===== src/rtl/immgen_pkg.sv =====
// Shared definitions for the pipelined immediate generator: instruction-class
// encoding, output-buffer sizing and the buffer occupancy update helper.
package immgen_pkg;

  // Instruction classes presented on instType alongside each instruction word.
  typedef enum logic [3:0] {
    IT_LOAD  = 4'd0,
    IT_IMM   = 4'd1,
    IT_STORE = 4'd2,
    IT_REG   = 4'd3,
    IT_LUI   = 4'd4,
    IT_AUIPC = 4'd5,
    IT_BRNCH = 4'd6,
    IT_JALR  = 4'd7,
    IT_JAL   = 4'd8,
    IT_CSR   = 4'd9
  } inst_type_e;

  // Output buffer: two entries, indexed by one-bit pointers.
  localparam int BUF_DEPTH = 2;
  localparam int CNT_W     = $clog2(BUF_DEPTH + 1);
  localparam int PTR_W     = 1;

  // Occupancy after one cycle with the given accept/pop outcome.
  function automatic logic [CNT_W-1:0] cnt_next(input logic [CNT_W-1:0] cnt,
                                                input logic             acc,
                                                input logic             pop);
    logic [CNT_W-1:0] res;
    case ({acc, pop})
      2'b10:   res = cnt + CNT_W'(1'b1);
      2'b01:   res = cnt - CNT_W'(1'b1);
      default: res = cnt;
    endcase
    return res;
  endfunction

endpackage


===== src/rtl/immgen_decode.sv =====
// Combinational immediate decoder: instruction word + class -> sign-extended
// immediate and an unsupported-class flag. Class 9 (csr, zero-extended zimm)
// is only legal when IMMGEN_CSR_EN is defined.
module immgen_decode
  import immgen_pkg::*;
#(
  parameter int XLEN = 32
) (
  input  logic [31:0]     inst,
  input  logic [3:0]      inst_type,
  output logic [XLEN-1:0] immed,
  output logic            bad_type
);

  logic [31:0] imm32;
  logic        sext;
  logic        unused_opcode;

  // The opcode field carries no immediate bits.
  assign unused_opcode = ^inst[6:0];

  // Assemble the 32-bit immediate for each class.
  always_comb begin
    imm32    = 32'd0;
    bad_type = 1'b0;
    sext     = 1'b1;
    case (inst_type)
      IT_LOAD, IT_IMM, IT_JALR:
        imm32 = {{20{inst[31]}}, inst[31:20]};
      IT_STORE:
        imm32 = {{20{inst[31]}}, inst[31:25], inst[11:7]};
      IT_BRNCH:
        imm32 = {{19{inst[31]}}, inst[31], inst[7], inst[30:25], inst[11:8], 1'b0};
      IT_JAL:
        imm32 = {{11{inst[31]}}, inst[31], inst[19:12], inst[20], inst[30:21], 1'b0};
      IT_LUI, IT_AUIPC:
        imm32 = {inst[31:12], 12'd0};
      IT_REG:
        imm32 = 32'd0;
`ifdef IMMGEN_CSR_EN
      IT_CSR: begin
        imm32 = {27'd0, inst[19:15]};
        sext  = 1'b0;
      end
`else
      IT_CSR: begin
        imm32    = 32'd0;
        bad_type = 1'b1;
      end
`endif
      default: begin
        imm32    = 32'd0;
        bad_type = 1'b1;
      end
    endcase
  end

  // Widen to XLEN; every class except csr extends from bit 31.
  always_comb begin
    immed       = {XLEN{sext & imm32[31]}};
    immed[31:0] = imm32;
  end

endmodule


===== src/rtl/immed_gen_pipe.sv =====
// Pipelined immediate generator: decodes one instruction per cycle into a
// 2-entry output FIFO with valid/ready on both sides and a single-cycle flush.
// Optional feature macro: IMMGEN_CSR_EN (enables csr zimm decode, class 9).
module immed_gen_pipe
  import immgen_pkg::*;
#(
  parameter int XLEN  = 32,
  parameter int TAG_W = 5
) (
  input  logic             clk,
  input  logic             rst,
  input  logic             inValid,
  output logic             inReady,
  input  logic [31:0]      inst,
  input  logic [3:0]       instType,
  input  logic [TAG_W-1:0] inTag,
  input  logic             flush,
  output logic             outValid,
  input  logic             outReady,
  output logic [XLEN-1:0]  immed,
  output logic [3:0]       outType,
  output logic [TAG_W-1:0] outTag,
  output logic             badType
);

  typedef struct packed {
    logic [XLEN-1:0]  immed;
    logic [3:0]       typ;
    logic [TAG_W-1:0] tag;
    logic             bad;
  } entry_t;

  entry_t           mem [BUF_DEPTH];
  entry_t           wr_entry;
  entry_t           head;
  logic [PTR_W-1:0] rd_ptr;
  logic [PTR_W-1:0] wr_ptr;
  logic [CNT_W-1:0] count;
  logic [XLEN-1:0]  dec_immed;
  logic             dec_bad;
  logic             accept;
  logic             pop;

  immgen_decode #(
    .XLEN(XLEN)
  ) u_decode (
    .inst     (inst),
    .inst_type(instType),
    .immed    (dec_immed),
    .bad_type (dec_bad)
  );

  // Handshake status comes from registered occupancy only, so inReady never
  // depends on outReady in the same cycle.
  assign inReady  = (count < CNT_W'(BUF_DEPTH));
  assign outValid = (count != {CNT_W{1'b0}});
  assign accept   = inValid & inReady & ~flush;
  assign pop      = outValid & outReady & ~flush;

  assign wr_entry = '{immed: dec_immed, typ: instType, tag: inTag, bad: dec_bad};

  // Result fields are read straight from the head register entry.
  assign head     = mem[rd_ptr];
  assign immed    = head.immed;
  assign outType  = head.typ;
  assign outTag   = head.tag;
  assign badType  = head.bad;

  // Buffer storage: capture the decoded beat into the tail slot on accept.
  always_ff @(posedge clk or posedge rst) begin
    if (rst) begin
      for (int i = 0; i < BUF_DEPTH; i++) begin
        mem[i] <= '0;
      end
    end else if (accept) begin
      mem[wr_ptr] <= wr_entry;
    end
  end

  // Pointer and occupancy tracking; flush empties the buffer ahead of any
  // accept or pop in the same cycle.
  always_ff @(posedge clk or posedge rst) begin
    if (rst) begin
      rd_ptr <= {PTR_W{1'b0}};
      wr_ptr <= {PTR_W{1'b0}};
      count  <= {CNT_W{1'b0}};
    end else if (flush) begin
      rd_ptr <= {PTR_W{1'b0}};
      wr_ptr <= {PTR_W{1'b0}};
      count  <= {CNT_W{1'b0}};
    end else begin
      if (accept) begin
        wr_ptr <= wr_ptr + PTR_W'(1'b1);
      end
      if (pop) begin
        rd_ptr <= rd_ptr + PTR_W'(1'b1);
      end
      count <= cnt_next(count, accept, pop);
    end
  end

endmodule


===== config.mk =====
export PLATFORM = sky130hd
export DESIGN_NAME = immed_gen_pipe
export DESIGN_NICKNAME = d
export VERILOG_FILES = /design/src/rtl/immgen_pkg.sv /design/src/rtl/immgen_decode.sv /design/src/rtl/immed_gen_pipe.sv
export SDC_FILE = /design/constraint.sdc
export NUM_CORES = 1
export LEC_CHECK = 0
export CAP_MARGIN = 40
export CORE_ASPECT_RATIO = 0.75
export CORE_UTILIZATION = 53
export CTS_BUF_LIST = sky130_fd_sc_hd__clkbuf_8
export DETAILED_ROUTE_END_ITERATION = 12
export MAX_ROUTING_LAYER = met4
export PLACE_DENSITY = 0.91
export SLEW_MARGIN = 20
export SYNTH_ARGS = -nofsm -noshare
export SYNTH_HDL_FRONTEND = slang
export SYNTH_SLANG_ARGS = --single-unit

===== constraint.sdc =====
create_clock -name clk -period 4 [get_ports clk]
set_clock_uncertainty 0.15 [all_clocks]
set_input_delay 0.8 -clock clk [delete_from_list [all_inputs] [get_ports clk]]
set_output_delay 0.8 -clock clk [all_outputs]
set_load 0.02 [all_outputs]

==> metrics.txt, run 1 <==
sequential fraction of the synthesis area=51.3%; CTS buffer count=9; #FFs+latches synth=88; Cells after Synth=446; largest net degree at the start of global routing=51; TritonCTS clock tree=built; WHS Endpoint=mem[4]; Final Hold Vio Count=0; vias in the first global route=3399; FF-to-FF path depth=4; hold buffers post-CTS=0; WL final=10.1 mm; hold_sp=mem[4]; CORE AREA=7880 µm²; Initial Util=54.4%; GRT Total Usage=26.1%; Post-CTS Resized=0; Detailed Routing Iterations Pass 1=4; largest fanout on the critical path=24; Die Area=8460 µm²; DRT antenna net count=0; Site Rows=28; HP Class=reg2reg; WL per Instance=16.2 µm; routed metal-1 wire length=4.50 mm; Die X=~110 µm; outcome=completed; Util after Layout=68.0%; most common cell after layout, fill and taps aside=nand2_1; Min-Delay Path Depth=2; DR WL met3=slightly above 500 µm; vias per cell=5.70; reg2reg start=count[1]; RePlAce Congestion=0.810; Fill cells=approximately 600; CP Launch Type=flip-flop; RSZ-0062 raised after global routing=no; max frequency=0.313 GHz; Clock Latency Late Sink=about 0.35 ns; initial antenna violation count=0; Synth Area per Inst=roughly 9.6 µm²; Post-synth EDFFs=0; Static Leak=2.31 nW; synthesized area=4290 µm²; Worst-Margin Slew=0.849 ns; H-Tree Depth=3; layout cells sized above 1=16.0%; Worst-path clk slew=0.09 ns; Slew Limit Headroom=43.3%; uppermost layer routed=met4; Vias=roughly 3600; final net count=560; Synth warnings=0; GRT overflow=0; DP Cell Count=607; ANT cells=0; Max Cap Violations=0; fin crit share=79.8%; first-pass GRT wire length=16.5 mm; most frequent cells in the layout=nand2_1 (120), dfrtp_1 (87), clkdlybuf4s50_1 (82), mux2_2 (42), o21ai_0 (34); ys async rst share=100%; reg-to-reg critical path endpoint=mem[52]; # Post-CTS Setup Buffers=0; HPWL Detailed=between 6 and 7 mm; critical path type=reg2out; drt initial violations=about 190; Critical Path AT=2.24 ns; Root Buffer=clkbuf_8; CP Capture Type=output pin; total power=2.68 mW; count of pins over their slew limit=0; clk buf depth=2; P per Cell Area=approximately 500 nW/µm²; IO Pins=90; Distinct cells, synth=41; die height=between 70 and 80 µm; CTS sink count=88; layout overhead on the synthesized area=24.9%; number of buffers added on ports=between 80 and 90; worst path required time=between 3 and 4 ns; Fin Setup TNS=0 ns; wire length on met2=just under 5 mm; setup slack on the worst flop-to-flop path=1.86 ns; final cell count without fillers=623; crit path time final=3.19 ns; Synth Net Count=492; ys flop type=dfrtp_1; setup violators final=0; DRC Markers=0; Max VDD drop=0.312 mV
==> critical path: stages (launching register included) <==
cell             delay, ns
dfrtp_2               0.71
buf_12                0.26
mux2_2                0.37
clkdlybuf4s50_1       0.54
==> report_power, final <==
| group | total (mW) | internal (mW) | switching, mW |
|---|---|---|---|
| Clock | 0.669 | 0.365 | 0.304 |
| Sequential | 1.20 | 1.09 | 0.117 |
| Combinational | 0.802 | 0.396 | 0.406 |
| Total | 2.68 | 1.85 | 0.827 |
==> through the flow <==
step | hold slack (ns) | worst slack (ns) | area [µm²]
2_1_floorplan | 0.290 | 0.771 | 4290
3_3_place_gp | 0.301 | 0.816 | 5120
3_5_place_dp | 0.316 | 0.722 | 5120
4_1_cts | 0.336 | 0.799 | 5340
5_1_grt | 0.361 | 0.727 | 5360
6_report | 0.330 | 0.806 | 5360
==> state kept, by name, indices dropped and copies added, names as in the netlist <==
name / cells
rd_ptr: 1
mem: 84
wr_ptr: 1
count: 2
==> metal layers <==
metal  vias to the layer above  GRT usage (%)
met2                       109           42.1
li1                       1645              -
met1                      1785           33.4
met4                         0           6.94
met3                        13           6.04
met5                         -              -
==> layout make-up <==
class	count	area [µm²]	area share, %
inverters	4	16.3	0.303
flip-flops and latches	88	2200	41.1
repair buffers	92	921	17.2
well taps	105	131	2.45
clock buffers	10	138	2.57
clock inverters	5	81.3	1.52
multi-input cells	319	1870	34.9
==> cell families (layout without fill, tap and decap cells) <==
kind of cell,after synthesis,in the layout,share of synthesized area (%)
AND/OR/NAND/NOR,174,174,18.3
XOR/XNOR,3,3,0.613
buffers and inverters,39,111,5.13
AO/OA/AOI/OAI,99,99,13.4
flip-flops,88,88,51.3
multiplexers,43,43,11.3
==> how the worst max path moves through the flow <==
stage                      from       end  slack [ns]  cells past startpoint
finish                   rd_ptr  immed[0]        0.81                      3
global placement          flush   mem[52]        0.82                      5
global route             rd_ptr  immed[0]        0.73                      3
CTS                      rd_ptr   badType        0.80                      3
floorplan                   rst  count[0]        0.77                      1
detailed placement  instType[1]   mem[76]        0.72                      5
==> Yosys cell counts (4+ instances only) <==
cell type | instances | area, µm²
nand2_1 | 120 | 450
dfrtp_1 | 88 | 2200
mux2_2 | 42 | 473
o21ai_0 | 34 | 170
nor2_1 | 26 | 97.6
a31oi_1 | 25 | 156
a21oi_1 | 20 | 100
buf_2 | 14 | 70.1
o21ai_1 | 13 | 65.1
clkbuf_1 | 10 | 37.5
buf_6 | 7 | 78.8
inv_1 | 4 | 15.0
nand3b_1 | 4 | 30.0
Power figures use the tool's default switching activity.
==> run 2, diff against run 1 <==
==> constraint.sdc (replaced) <==
create_clock -name clk -period 3.1 [get_ports clk]
set_clock_uncertainty 0.15 [all_clocks]
set_input_delay 0.62 -clock clk [delete_from_list [all_inputs] [get_ports clk]]
set_output_delay 0.62 -clock clk [all_outputs]
set_load 0.02 [all_outputs]
==> run 2 against run 1 <==
Global-route usage shrank 0.39 points. Sequential cell count unchanged. Critical path type unchanged. Wire length decreased by 0.98%. Total power is 21% higher. First-iteration DRC count decreased by 3.6%. Critical path depth unchanged. Setup slack worse by 0.55 ns. Utilization down 0.81 points. Combinational power increased by 30%. Design area is 1.2% lower. Worst hold slack got worse by 0.0013 ns. Largest cell class unchanged.
==> metrics.txt, run 2 (synthesis gave the netlist of run 1 again) <==
vias per cell=5.63; Static Leak=about 2.3 nW; Critical Path AT=2.07 ns; number of buffers added on ports=82; Cell Int Power=roughly 2.2 mW; Largest regs=mem: 84 flops, count: 2 flops; Largest Register=mem; DP Cell Count=610; Die Area=between 8000 and 9000 µm²; Fin Setup TNS=0 ns; clk buf depth=2; most frequent cells in the layout=nand2_1 (120), dfrtp_1 (87), clkdlybuf4s50_1 (82), mux2_2 (42), o21ai_0 (34); total power=around 3.2 mW; Net Sw Frac=~32%; CTS buffer count=9; worst path required time=between 2 and 2.5 ns; Psw=1.04 mW; GRT overflow=0; reg-to-reg critical path endpoint=mem[23]; Post-CTS Resized=0; CTS sink count=88; TritonCTS clock tree=built; setup violators final=0; Worst-path clk slew=about 0.090 ns; Initial Util=54.4%; max frequency=0.352 GHz; first-pass GRT wire length=16.3 mm; crit path to=outType[1]; HPWL Detailed=6.62 mm; Vias=3518; GRT Total Usage=25.7%; most common cell after layout, fill and taps aside=nand2_1; die height=79.9 µm; largest net degree at the start of global routing=79; crit path time final=2.84 ns; ANT cells=0; Worst-Margin Slew=0.632 ns; CP Launch Type=flip-flop; DRT antenna net count=0; WL per Instance=16.0 µm; slowest CP cell=clkdlybuf4s50_1; layout overhead on the synthesized area=23.4%; count of pins over their slew limit=0; Crit path largest cell delay=0.55 ns; fin crit share=a little over 90%; final net count=562; DRC Markers=0; IO Pins=90; Final Hold Vio Count=0; layout cells sized above 1=15.8%; Clock Latency Late Sink=0.36 ns; Clk pwr share=20.3%; RSZ-0062 raised after global routing=no; RePlAce Congestion=0.791; Root Buffer=clkbuf_8; H-Tree Depth=3; Detailed Routing Iterations Pass 1=5; drt initial violations=187; Flop pwr share=a little under half; CP Capture Type=output pin; largest fanout on the critical path=29; Largest register FFs=84; Max VDD drop=~0.36 mV; critical path type=reg2out; setup slack on the worst flop-to-flop path=1.25 ns; WL final=10.0 mm; FF-to-FF path depth=4; CORE AREA=roughly 7900 µm²; vias in the first global route=approximately 3400; # Post-CTS Setup Buffers=0; combinational fraction of design power=about a third; P per Cell Area=roughly 610 nW/µm²; Site Rows=28; final cell count without fillers=625; outcome=completed; Hold WS=about 0.33 ns; CP delay by family, top=buffers and inverters; initial antenna violation count=0; Slew Limit Headroom=57.8%; crit path cell chain=buf_4 > mux2_2 > clkdlybuf4s50_1; Worst Setup SP=rd_ptr; HP Class=in2async; Max Cap Violations=0; cell depth of the worst setup path=3; reg2reg start=count[1]; Util after Layout=about two thirds; Die X=106 µm; WP buf/inv=2; hold buffers post-CTS=0; Fill cells=633
[run 2: changes by cell type in the layout (fill, tap and decap cells not counted), moves of 2 or more]
cell       change
clkinv_2       +2
buf_4          +3
bufinv_16      -2
inv_1          +2
[run 2: per-layer routing]
metal / track usage [%] / routed length (µm) / vias up
li1: - / - / 1660
met1: 32.1 / 4290 / 1713
met2: 42.5 / 5040 / 128
met3: 5.47 / 542 / 17
met4: 7.64 / 125 / 0
met5: - / 0 / -
[run 2: power by group through the flow]
stage / sequential (mW) / combinational [mW] / clock (mW)
global placement: 1.53 / 1.01 / 0
detailed placement: 1.56 / 1.04 / 0
global route: 1.57 / 1.13 / 0.719
finish: 1.54 / 1.04 / 0.657
CTS: 1.54 / 1.05 / 0.670
floorplan: 1.51 / 0.666 / 0
[run 2: worst min path at each step]
| stage | startpoint | endpoint | slack [ns] | depth (start not counted) |
|---|---|---|---|---|
| 6_report | rst | mem[60] | 0.33 | 2 |
| 3_5_place_dp | mem[45] | mem[45] | 0.31 | 2 |
| 3_3_place_gp | mem[6] | mem[6] | 0.30 | 2 |
| 4_1_cts | mem[45] | mem[45] | 0.33 | 2 |
| 2_1_floorplan | mem[1] | mem[1] | 0.29 | 2 |
| 5_1_grt | mem[9] | mem[9] | 0.34 | 2 |
[run 2: layout make-up]
type	count	area [µm²]	area share (%)
clock buffers	9	124	2.34
flip-flops and latches	88	2200	41.6
repair buffers	94	923	17.4
multi-input cells	319	1870	35.3
clock inverters	6	30.0	0.567
inverters	4	16.3	0.307
well taps	105	131	2.48
[run 2: worst reg2reg max path: cells and delay by family, from the launching register on]
kind	cells	cell delay, ns
flip-flops	1	0.43
AO/OA/AOI/OAI	1	0.09
AND/OR/NAND/NOR	3	1.04
[run 2: per-stage QoR]
step	setup slack [ns]	instance area, µm²
2_1_floorplan	0.0514	4290
3_3_place_gp	0.479	5140
3_5_place_dp	0.338	5140
4_1_cts	0.245	5300
5_1_grt	0.189	5300
6_report	0.261	5300
==> run 3, diff against run 2 <==
--- a/config.mk
+++ b/config.mk
@@ -7,11 +7,11 @@
 export LEC_CHECK = 0
 export CAP_MARGIN = 40
 export CORE_ASPECT_RATIO = 0.75
-export CORE_UTILIZATION = 53
+export CORE_UTILIZATION = 48
 export CTS_BUF_LIST = sky130_fd_sc_hd__clkbuf_8
 export DETAILED_ROUTE_END_ITERATION = 12
 export MAX_ROUTING_LAYER = met4
-export PLACE_DENSITY = 0.91
+export PLACE_DENSITY = 0.88
 export SLEW_MARGIN = 20
 export SYNTH_ARGS = -nofsm -noshare
 export SYNTH_HDL_FRONTEND = slang
==> constraint.sdc (replaced) <==
create_clock -name clk -period 2.4 [get_ports clk]
set_clock_uncertainty 0.15 [all_clocks]
set_input_delay 0.48 -clock clk [delete_from_list [all_inputs] [get_ports clk]]
set_output_delay 0.48 -clock clk [all_outputs]
set_load 0.02 [all_outputs]
==> run 3 against run 2 <==
The flow now finishes with violations (DRC). Setup slack worse by 0.17 ns. Register-to-register slack worse by 0.69 ns. Wire length is 2.4% higher.
==> metrics.txt, run 3 (synthesis gave the netlist of run 1 again) <==
fin crit share=96.3%; CP Capture Type=output pin; Site Rows=29; first-pass GRT wire length=17.0 mm; Fin Setup TNS=0 ns; GRT overflow=0; count of pins over their slew limit=0; vias per cell=5.60; critical path type=reg2out; CP delay by family, top=buffers and inverters; Net Sw Frac=32.3%; worst path required time=1.77 ns; Min-Delay Path Depth=2; RSZ-0062 raised after global routing=no; layout overhead on the synthesized area=26.1%; Util after Layout=63.2%; Worst-Margin Slew=0.597 ns; largest fanout on the critical path=22; Seq. cell area=2200 µm²; WL per Instance=16.2 µm; Die Area=9320 µm²; DRC Markers=10; Largest register FFs=84; most common cell after layout, fill and taps aside=nand2_1; setup slack on the worst flop-to-flop path=0.56 ns; final net count=~570; CTS buffer count=9; drt initial violations=around 270; Slew Limit Headroom=60.2%; WL final=10.2 mm; Largest Register=mem; slowest CP cell=dfrtp_2; die height=83.9 µm; clk buf depth=2; Clock Latency Late Sink=0.36 ns; H-Tree Depth=3; TritonCTS clock tree=built; HPWL Detailed=about 6.9 mm; DRT antenna net count=0; crit path time final=2.31 ns; setup violators final=0; failing checks=DRC; IO Pins=90; number of buffers added on ports=82; Fill cells=708; WHS Endpoint=mem[20]; initial antenna violation count=0; CP Launch Type=flip-flop; CORE AREA=8560 µm²; combinational fraction of design power=30.2%; multi-input logic area=1870 µm²; Static Leak=between 2 and 2.5 nW; vias in the first global route=3525; CTS sink count=88; Root Buffer=clkbuf_8; FF-to-FF path depth=4; Max VDD drop=0.440 mV; crit path cell chain=buf_12 > mux2_2 > dlygate4sd2_1; Worst-path clk slew=0.08 ns; reg2reg start=count[1]; largest net degree at the start of global routing=49; HP Class=reg2reg; layout cells sized above 1=around 16%; Die X=111 µm; P per Cell Area=773 nW/µm²; WP buf/inv=2; DP Cell Count=618; outcome=finished with violations; reg-to-reg critical path endpoint=mem[11]; Max Cap Violations=0; Detailed Routing Iterations Pass 1=9; RePlAce Congestion=0.808; Clk pwr share=roughly 22%; max frequency=0.433 GHz; Largest regs=mem: 84 flops, count: 2 flops; Flop pwr share=47.4%; GRT Total Usage=roughly a quarter; final cell count without fillers=~630; Cell Int Power=2.83 mW; ANT cells=0; Psw=1.35 mW; most frequent cells in the layout=nand2_1 (120), dfrtp_1 (87), mux2_2 (42), dlygate4sd2_1 (42), clkdlybuf4s50_1 (40); Initial Util=50.1%; Critical Path AT=1.68 ns; Crit path largest cell delay=approximately 0.42 ns; Vias=3545; Final Hold Vio Count=0; hold_sp=mem[20]; # Post-CTS Setup Buffers=0
==> run 3: cell types whose count changed in the layout (fill, tap and decap cells not counted) <==
cell             change
buf_12               +8
clkinv_2             -4
clkbuf_8             +3
buf_4                -3
dlygate4sd2_1       +42
inv_1                +1
clkdlybuf4s50_1     -42
==> run 3: how the worst max path moves through the flow <==
| stage | start | end | slack (ns) | cells after the start |
|---|---|---|---|---|
| detailed placement | inValid | mem[13] | 0.05 | 5 |
| finish | rd_ptr | immed[0] | 0.09 | 3 |
| global route | rd_ptr | immed[0] | 0.02 | 3 |
| floorplan | rd_ptr | immed[0] | 0.47 | 3 |
| global placement | inValid | mem[0] | 0.09 | 5 |
| CTS | rd_ptr | immed[31] | 0.07 | 3 |
==> run 3: power groups by stage <==
stage	clock network [mW]	logic [mW]	registers, mW
after floorplan	0	0.861	1.96
after CTS	0.967	1.27	1.98
after global placement	0	1.34	1.98
final	0.937	1.26	1.98
after detailed placement	0	1.38	2.01
after global routing	1.01	1.39	2.03
==> run 3: timing repair <==
item	in CTS	in global routing
endpoints found under the setup margin	42	0
resized for setup	42	0
hold buffers	0	0
==> run 3: worst min-delay path: stages (launching register included) <==
cell and delay, ns:
dfrtp_1 0.34, nand2_1 0.04, o21ai_0 0.06
==> run 3: area by class of cell <==
cell class / instances / share of cell area [%]
flip-flops and latches: 88 / 40.7
multi-input cells: 319 / 34.5
repair buffers: 99 / 18.6
clock buffers: 12 / 3.05
well taps: 108 / 2.50
inverters: 4 / 0.347
clock inverters: 3 / 0.208
==> run 3: metrics by stage <==
stage               instance area [µm²]  hold slack, ns  worst slack [ns]  total power, mW
global route                       5410           0.345            0.0228             4.43
floorplan                          4290           0.290             0.474             2.82
global placement                   5290           0.302            0.0907             3.32
CTS                                5410           0.330            0.0666             4.22
finish                             5410           0.330            0.0885             4.18
detailed placement                 5290           0.311            0.0459             3.40
==> run 3: metal layers <==
metal  up-vias  part of all wire, %  GRT usage [%]
met5         -                    0              -
met4         0                  1.7           8.60
met3        17                  5.1           5.01
met2       122                   49           38.9
met1      1743                   44           30.4
li1       1663                    -              -
